[config.mk]
export PLATFORM = sky130hd
export DESIGN_NAME = mac_accumulator
export DESIGN_NICKNAME = d
export VERILOG_FILES = /design/src/rtl/mac_accumulator.sv
export SDC_FILE = /design/constraint.sdc
export NUM_CORES = 1
export LEC_CHECK = 0
export ABC_AREA = 1
export CELL_PAD_IN_SITES_DETAIL_PLACEMENT = 1
export CELL_PAD_IN_SITES_GLOBAL_PLACEMENT = 2
export CORE_MARGIN = 4
export CORE_UTILIZATION = 37
export CTS_CLUSTER_DIAMETER = 120
export DETAILED_ROUTE_END_ITERATION = 6
export PLACE_DENSITY_LB_ADDON = 0.1
export SETUP_SLACK_MARGIN = 0.02
export SLEW_MARGIN = 40
export SYNTH_ARGS = -nofsm -noshare
export SYNTH_HDL_FRONTEND = slang
export SYNTH_SLANG_ARGS = --single-unit
[constraint.sdc]
create_clock -name clk -period 6.2 [get_ports clk]
set_input_delay 0.62 -clock clk [delete_from_list [all_inputs] [get_ports clk]]
set_output_delay 0.62 -clock clk [all_outputs]
set_load 0.05 [all_outputs]
[src/rtl/mac_accumulator.sv]
// mac_accumulator: Dadda 8x8 multiply feeding an LEN-deep dot-product accumulator.
// Optional: define MAC_SAT_EN to saturate the accumulator on overflow instead of wrapping.

module dadda_mul8 (
  input  logic [7:0]  a,
  input  logic [7:0]  b,
  output logic [15:0] p
);

  logic [15:0] pp [8];
  logic [15:0] s1 [6];
  logic [15:0] s2 [4];
  logic [15:0] s3 [3];
  logic [15:0] s4 [2];

  function automatic logic [31:0] csa(
    input logic [15:0] x,
    input logic [15:0] y,
    input logic [15:0] z
  );
    logic [15:0] s;
    logic [15:0] c;
    s = x ^ y ^ z;
    c = ((x & y) | (x & z) | (y & z)) << 1;
    return {s, c};
  endfunction

  // Row heights follow the Dadda sequence 8 -> 6 -> 4 -> 3 -> 2.
  always_comb begin
    for (int i = 0; i < 8; i++) begin
      pp[i] = 16'(b & {8{a[i]}}) << i;
    end
    {s1[0], s1[1]} = csa(pp[0], pp[1], pp[2]);
    {s1[2], s1[3]} = csa(pp[3], pp[4], pp[5]);
    s1[4] = pp[6];
    s1[5] = pp[7];
    {s2[0], s2[1]} = csa(s1[0], s1[1], s1[2]);
    {s2[2], s2[3]} = csa(s1[3], s1[4], s1[5]);
    {s3[0], s3[1]} = csa(s2[0], s2[1], s2[2]);
    s3[2] = s2[3];
    {s4[0], s4[1]} = csa(s3[0], s3[1], s3[2]);
    p = s4[0] + s4[1];
  end

endmodule

module mac_accumulator #(
  parameter int ACC_W = 24,
  parameter int LEN   = 4
) (
  input  logic             clk,
  input  logic             rst_n,
  input  logic             clr,
  input  logic             in_valid,
  output logic             in_ready,
  input  logic [7:0]       in_a,
  input  logic [7:0]       in_b,
  output logic             out_valid,
  input  logic             out_ready,
  output logic [ACC_W-1:0] out_acc,
  output logic             out_ovf
);

  localparam int CW = $clog2(LEN + 1);
  localparam logic [CW-1:0] LAST = CW'(LEN - 1);

  typedef enum logic [1:0] {
    ACCEPT,
    FLUSH,
    DONE
  } state_t;

  state_t          state;
  logic [7:0]      op_a;
  logic [7:0]      op_b;
  logic            v0;
  logic [15:0]     prod;
  logic            v1;
  logic [15:0]     mul_p;
  logic [CW-1:0]   cnt;
  logic [ACC_W-1:0] acc;
  logic [ACC_W:0]  sum;
  logic [ACC_W-1:0] acc_nxt;
  logic            hs_in;
  logic            hs_out;

  dadda_mul8 u_mul (
    .a (op_a),
    .b (op_b),
    .p (mul_p)
  );

  assign hs_in   = in_valid & in_ready;
  assign hs_out  = out_valid & out_ready;
  assign out_acc = acc;

  always_comb begin
    sum = {1'b0, acc} + (ACC_W + 1)'(prod);
`ifdef MAC_SAT_EN
    acc_nxt = sum[ACC_W] ? '1 : sum[ACC_W-1:0];
`else
    acc_nxt = sum[ACC_W-1:0];
`endif
  end

  always_ff @(posedge clk or negedge rst_n) begin
    if (!rst_n) begin
      state     <= ACCEPT;
      op_a      <= '0;
      op_b      <= '0;
      v0        <= 1'b0;
      prod      <= '0;
      v1        <= 1'b0;
      cnt       <= '0;
      acc       <= '0;
      out_ovf   <= 1'b0;
      in_ready  <= 1'b1;
      out_valid <= 1'b0;
    end else if (clr) begin
      state     <= ACCEPT;
      v0        <= 1'b0;
      v1        <= 1'b0;
      cnt       <= '0;
      acc       <= '0;
      out_ovf   <= 1'b0;
      in_ready  <= 1'b1;
      out_valid <= 1'b0;
    end else begin
      v0 <= hs_in;
      if (hs_in) begin
        op_a <= in_a;
        op_b <= in_b;
      end
      v1 <= v0;
      if (v0) prod <= mul_p;
      if (v1) begin
        acc <= acc_nxt;
        if (sum[ACC_W]) out_ovf <= 1'b1;
      end
      unique case (state)
        ACCEPT: begin
          if (hs_in) begin
            cnt <= cnt + 1'b1;
            if (cnt == LAST) begin
              state    <= FLUSH;
              in_ready <= 1'b0;
            end
          end
        end
        // Last product is in the product register; it lands on this edge.
        FLUSH: begin
          if (!v0) begin
            state     <= DONE;
            out_valid <= 1'b1;
          end
        end
        DONE: begin
          if (hs_out) begin
            state     <= ACCEPT;
            acc       <= '0;
            out_ovf   <= 1'b0;
            cnt       <= '0;
            in_ready  <= 1'b1;
            out_valid <= 1'b0;
          end
        end
        default: state <= ACCEPT;
      endcase
    end
  end

endmodule

==> results of run 1 <==
==> Yosys cell counts, types with 3 or more instances <==
library cell  count
nand2_1         283
inv_1           159
dfrtp_1          65
nand3_1          51
nor2_1           49
ha_1             43
fa_1             40
a21oi_1          30
clkbuf_1         21
o21ai_0          19
nand2_2           8
inv_2             7
nor2_2            7
nand4_1           6
nor3_1            6
o211ai_1          6
nand3_2           5
xnor2_1           4
a21oi_2           3
o21ai_1           3
o21bai_1          3
xor2_1            3
==> stage by stage <==
step	util	std cells	instance area, µm²	hold WS (ns)	setup WS (ns)
final	0.441	1103	7020	0.364	2.10
after global placement	0.419	1087	6680	0.462	2.19
after global routing	0.441	1103	7020	0.436	1.79
after floorplan	-	847	6040	0.324	2.38
after CTS	0.441	1103	7020	0.397	2.06
after detailed placement	0.419	1087	6690	0.475	2.07
==> area by class of cell <==
class / count / share of cell area
Timing Repair Buffer: 50 / 0.0700
Tap cell: 216 / 0.0385
Sequential cell: 66 / 0.235
Clock inverter: 6 / 0.0139
Multi-Input combinational cell: 588 / 0.519
Inverter: 167 / 0.0896
Clock buffer: 10 / 0.0340
==> layer usage <==
layer | share of wire | GRT usage
met2 | 0.53 | 0.364
met4 | 0.019 | 0.0549
met5 | 0 | 0
met3 | 0.021 | 0.0297
met1 | 0.43 | 0.238
==> power groups by stage <==
| stage | combinational [mW] | sequential (mW) | clock, mW |
|---|---|---|---|
| after floorplan | 1.56 | 0.645 | 0 |
| after global placement | 1.93 | 0.718 | 0 |
| after detailed placement | 2.02 | 0.728 | 0 |
| after CTS | 2.04 | 0.721 | 0.609 |
| after global routing | 2.33 | 0.745 | 0.625 |
| final | 1.98 | 0.719 | 0.593 |
==> cell families after synthesis <==
family,count (synthesis),share of synthesized area
AND/OR/NAND/NOR,429,0.304
XOR/XNOR,7,0.0101
buffers and inverters,193,0.124
flip-flops,66,0.273
adder cells (fa/ha/maj),83,0.222
AO/OA/AOI/OAI,69,0.0667
==> worst max-delay path by stage <==
| stage | to | slack [ns] | cells past startpoint |
|---|---|---|---|
| global placement | prod[11]$_DFFE_PN0P_ | 2.19 | 14 |
| CTS | prod[11]$_DFFE_PN0P_ | 2.06 | 15 |
| detailed placement | prod[11]$_DFFE_PN0P_ | 2.07 | 15 |
| global route | prod[11]$_DFFE_PN0P_ | 1.79 | 14 |
| floorplan | prod[11]$_DFFE_PN0P_ | 2.38 | 15 |
| finish | prod[11]$_DFFE_PN0P_ | 2.10 | 14 |
==> flip-flops by register name, indices dropped and copies added (netlist names) <==
signal and cells:
cnt 3, in_ready 1, op_a 8, op_b 8
out_acc 24, out_ovf 1, out_valid 1, prod 16
state 2, v0 1, v1 1
==> impl_metrics.toml, run 1 <==
[critical_path]
cp_slowest_cell = "fa_1"
r2r_slack_ns = 2.10
regToRegEndpoint = "prod[11]$_DFFE_PN0P_"
cp_top_family = "adder cells"
path_buf_inv = 3
crit_start = "op_b[5]$_DFFE_PN0P_"
cpMostUsedCell = "fa_1"
cp_slowest_stage_delay_ns = 0.54
r2r_start = "op_b[5]$_DFFE_PN0P_"
cp-start-kind = "flip-flop"
cp.required_ns = 6.40
path_cells = "nand2_1 -> inv_1 -> fa_1 -> inv_1 -> fa_1 -> fa_1 -> inv_1 -> fa_1 -> ha_1 -> a21oi_1 -> nand2_1 -> a21oi_1 -> xor2_1 -> o21ai_0"
endpoint_kind = "flip-flop"
worstPathArrival_ns = 4.30
path_max_fanout = 9
rr_worst_depth = 14
path_class = "flip-flop to flip-flop"

[layout]
final_common_cell = "nand2_1"
multi_input_area_um2 = 3640
fillers = 2047
diodes = 0
layout_common_cells = "nand2_1 (283), inv_1 (159), dfrtp_1 (65)"
areaGrowthSynthToFinish_pct = 16.2
seq_area_um2 = 1650
nNetsFinal = 986
drive_above_1_share = 0.0699

[place]
place.gp.congestion = 0.845
hpwlAfterDp_mm = 13.4
port_buffers = 47

[logic_synthesis]
syn-instance-count = 847
synth_seq_cells = 66
mappedNetlistArea_um2 = 6040
synth_area_per_cell_um2 = 7.13
ys.warnings.count = 0
synth_seq_area_share = 0.273
synth.distinct_cells = 40
synth-main-ff-cell = "dfrtp_1"
synth_top_cell_area_share = 0.269
synth_area_leaders = "dfrtp_1 (27%), nand2_1 (18%), fa_1 (13%)"
synth_edf_count = 0
synthArstFlopShare = 1.00
synth_nets = 951
yosys.area.top_type = "dfrtp_1"

[route]
drc = 0
num_vias = 5366
wire_per_inst_um = 15.1
drtIter0Drc = 201
viasPerCell = 4.86
ant_nets = 0
wirelength_mm = 16.6
dr.pass1.iters = 4

[power_and_ir_drop]
power_mw = 3.29
power_frac_seq = 0.218
p_int_mw = 1.66
leakage_nw = 3.99
p_clk_frac = 0.180
pwr-share-comb = 0.601
power_density_nw_per_um2 = 469
p_sw_frac = 0.494
power.switching_mw = 1.63
irDropWorstVdd_uv = 216

[clock_network]
cts.clk_slew.worst_paths_ns = 0.07
cts_buffers = 9
clock_sinks = 66
cts_resized = 0
clk_latency_ns = 0.35
cts_max_level = 3
cts.path.max_buffers = 2
tritoncts = "yes"
holdBufCountCts = 0
postCtsSetupRepairBufs = 0
cts_root_buffer = "clkbuf_16"

[timing]
drv_slew = 0
setup_viol_count_final = 0
fmax_mhz = 244
min_period_ns = 4.10
grt_setup_unrepaired = "no"
final_hold_viol_count = 0
fin_worst_skew_ns = 0.0102
fin_crit_sh = 0.662
relSlewSlack = 0.568
worst-slew-pin-transition_ns = 0.648
fin_tns_setup_ns = 0

[outcome]
status = "finished clean"

[die]
die_area_um2 = 18400
std_cell_rows = 46
die_w_um = 136
ioPinCount = 48
core_um2 = 15900
start_util = 0.379
die_y_um = 136

[global_routing]
grt_pass1_wl_mm = 28.9
grt-ovfl-total = 0
gr-usage-all-layers = 0.197
grt_pass1_vias = 5901
grt_max_degree = 67
grt_antenna_before_repair = 0

[flow_run]
maxCapViolCount = 0

[min_path]
min_path_type = "input pin to async pin"
No activity file was read; power rests on OpenSTA's default activity.
==> run 2: changes to the inputs <==
CORE_UTILIZATION = 34   (was 37)
clock period = 4 ns   (was 6.2 ns; I/O delays follow)
==> run 2 against run 1 <==
Effect of this change:
- core utilization down 2.0 points
- sequential share of layout area down 0.75 points
- sequential power up 49%
- combinational power up 89%
- die area up 8.3%
- register-to-register slack worse by 1.9 ns
- clock power up 48%
- largest cell class unchanged
==> impl_metrics.toml, run 2 (same netlist as run 1, synthesis figures left out) <==
[die]
core_um2 = 17400
die_w_um = 141
die_y_um = 141
std_cell_rows = 48
die_area_um2 = 20000
start_util = 0.348
ioPinCount = 48

[critical_path]
r2r_slack_ns = 0.18
cp_slowest_stage_delay_ns = 0.54
r2r_start = "op_a[3]$_DFFE_PN0P_"
rr_worst_depth = 15
endpoint_kind = "flip-flop"
cp.required_ns = 4.19
worstPathArrival_ns = 4.01
cp_slowest_cell = "fa_1"
cpMostUsedCell = "fa_1"
cp-start-kind = "flip-flop"
path_max_fanout = 7
path_class = "flip-flop to flip-flop"
path_cells = "nand2_1 -> inv_1 -> fa_1 -> inv_1 -> fa_1 -> fa_1 -> inv_1 -> fa_1 -> ha_4 -> nand2_1 -> inv_2 -> nand3_1 -> nand2_1 -> xnor2_1 -> o21ai_0"
regToRegEndpoint = "prod[12]$_DFFE_PN0P_"

[power_and_ir_drop]
power_density_nw_per_um2 = 781
p_int_mw = 2.92
power_mw = 5.70
power.switching_mw = 2.78
irDropWorstVdd_uv = 365
pwr-share-comb = 0.658
p_clk_frac = 0.154
power_frac_seq = 0.188
p_sw_frac = 0.487
leakage_nw = 4.08

[global_routing]
grt_max_degree = 42
grt_antenna_before_repair = 0
grt-ovfl-total = 0
grt_pass1_vias = 5744
grt_pass1_wl_mm = 28.8
gr-usage-all-layers = 0.179

[clock_network]
tritoncts = "yes"
cts.clk_slew.worst_paths_ns = 0.06
holdBufCountCts = 0
cts_max_level = 3
cts_root_buffer = "clkbuf_16"
cts.path.max_buffers = 2
clock_sinks = 66
cts_buffers = 9
clk_latency_ns = 0.34

[place]
dp.cells = 1110
detailedPlace.worstSlack_ns = -0.0343
hpwlAfterDp_mm = 13.6
port_buffers = 47
place.gp.congestion = 0.866

[timing]
worst-slew-pin-transition_ns = 0.634
layout_setup_ws_ns = 0.180
fin_crit_sh = 0.955
min_period_ns = 3.82
fmax_mhz = 262
setup_viol_count_final = 0
grt_setup_unrepaired = "yes"
final_hold_viol_count = 0
fin_worst_skew_ns = 0.00652
fin_tns_setup_ns = 0
whs_ns = 0.0457
relSlewSlack = 0.577
drv_slew = 0

[layout]
drive_above_1_share = 0.124
diodes = 0
areaGrowthSynthToFinish_pct = 20.8
largest_register_ffs = 24
finalNonFillerCells = 1133
fillers = 2134
final_common_cell = "nand2_1"
layout_common_cells = "nand2_1 (282), inv_1 (158), dfrtp_1 (56)"
nNetsFinal = 1007

[route]
num_vias = 5327
ant_nets = 0
dr.pass1.iters = 4
wirelength_mm = 17.0
wire_per_inst_um = 15.0
viasPerCell = 4.70
drtIter0Drc = 120
drc = 0

[flow_run]
maxCapViolCount = 0

[outcome]
status = "finished clean"

[min_path]
min_path_type = "input pin to async pin"
[run 2: cell count changes in the layout (fill, tap and decap cells not counted), moves of 3 or more]
cell and delta:
a21oi_2 +4, o21ai_0 -3, dfrtp_1 -9, fa_2 +5, fa_1 -5, dfrtp_2 +9, ha_4 +4, ha_1 -5
a21oi_1 -5, buf_4 +22
[run 2: what timing repair did]
item,CTS,global route
setup endpoints to repair,6,9
hold endpoints to repair,0,0
pin swaps,0,10
gates resized for setup,4,37
setup buffers,0,7
[run 2: critical path, delay by kind of cell (launching register included)]
| kind | cells | cell delay [ns] |
|---|---|---|
| and+or+nand+nor | 4 | 0.41 |
| adders and majority gates | 5 | 2.36 |
| buffers and inverters | 4 | 0.24 |
| DFF | 1 | 0.45 |
| AOI/OAI and AO/OA | 1 | 0.09 |
| xor gates and xnor gates | 1 | 0.11 |
[run 2: power groups by stage]
stage	Combinational (mW)	Sequential, mW	Clock [mW]
6_report	3.75	1.07	0.880
4_1_cts	3.29	1.07	0.906
3_5_place_dp	3.23	1.08	0
5_1_grt	4.30	1.10	0.936
3_3_place_gp	3.17	1.07	0
2_1_floorplan	2.42	1.00	0
[run 2: area by class of cell]
type | count | area [µm²] | share of cell area
Tap cell | 225 | 282 | 0.0386
Multi-Input combinational cell | 588 | 3760 | 0.514
Timing Repair Buffer | 71 | 652 | 0.0893
Sequential cell | 66 | 1660 | 0.228
Inverter | 167 | 629 | 0.0862
Clock inverter | 6 | 90.1 | 0.0123
Clock buffer | 10 | 229 | 0.0314
[run 2: worst max-delay path by stage]
stage | slack, ns | to | start | cells after the start
2_1_floorplan | 0.18 | prod[11]$_DFFE_PN0P_ | op_a[3]$_DFFE_PN0P_ | 15
3_3_place_gp | 0.03 | prod[15]$_DFFE_PN0P_ | op_a[3]$_DFFE_PN0P_ | 16
3_5_place_dp | -0.03 | prod[11]$_DFFE_PN0P_ | op_b[4]$_DFFE_PN0P_ | 14
4_1_cts | 0.02 | prod[15]$_DFFE_PN0P_ | op_a[4]$_DFFE_PN0P_ | 16
5_1_grt | -0.01 | prod[12]$_DFFE_PN0P_ | op_b[3]$_DFFE_PN0P_ | 15
6_report | 0.18 | prod[12]$_DFFE_PN0P_ | op_a[3]$_DFFE_PN0P_ | 15
[run 2: metal layers]
layer	vias up	global-route usage	wire [µm]
met5	-	0	0
met4	0	0.0393	200
met3	13	0.0290	380
met1	2573	0.216	7480
li1	2685	-	-
met2	56	0.334	8940
[run 2: stage by stage]
stage | area (µm²) | util
after floorplan | 6040 | -
after global placement | 6800 | 0.392
after detailed placement | 6800 | 0.392
after CTS | 7130 | 0.411
after global routing | 7300 | 0.421
final | 7300 | 0.421
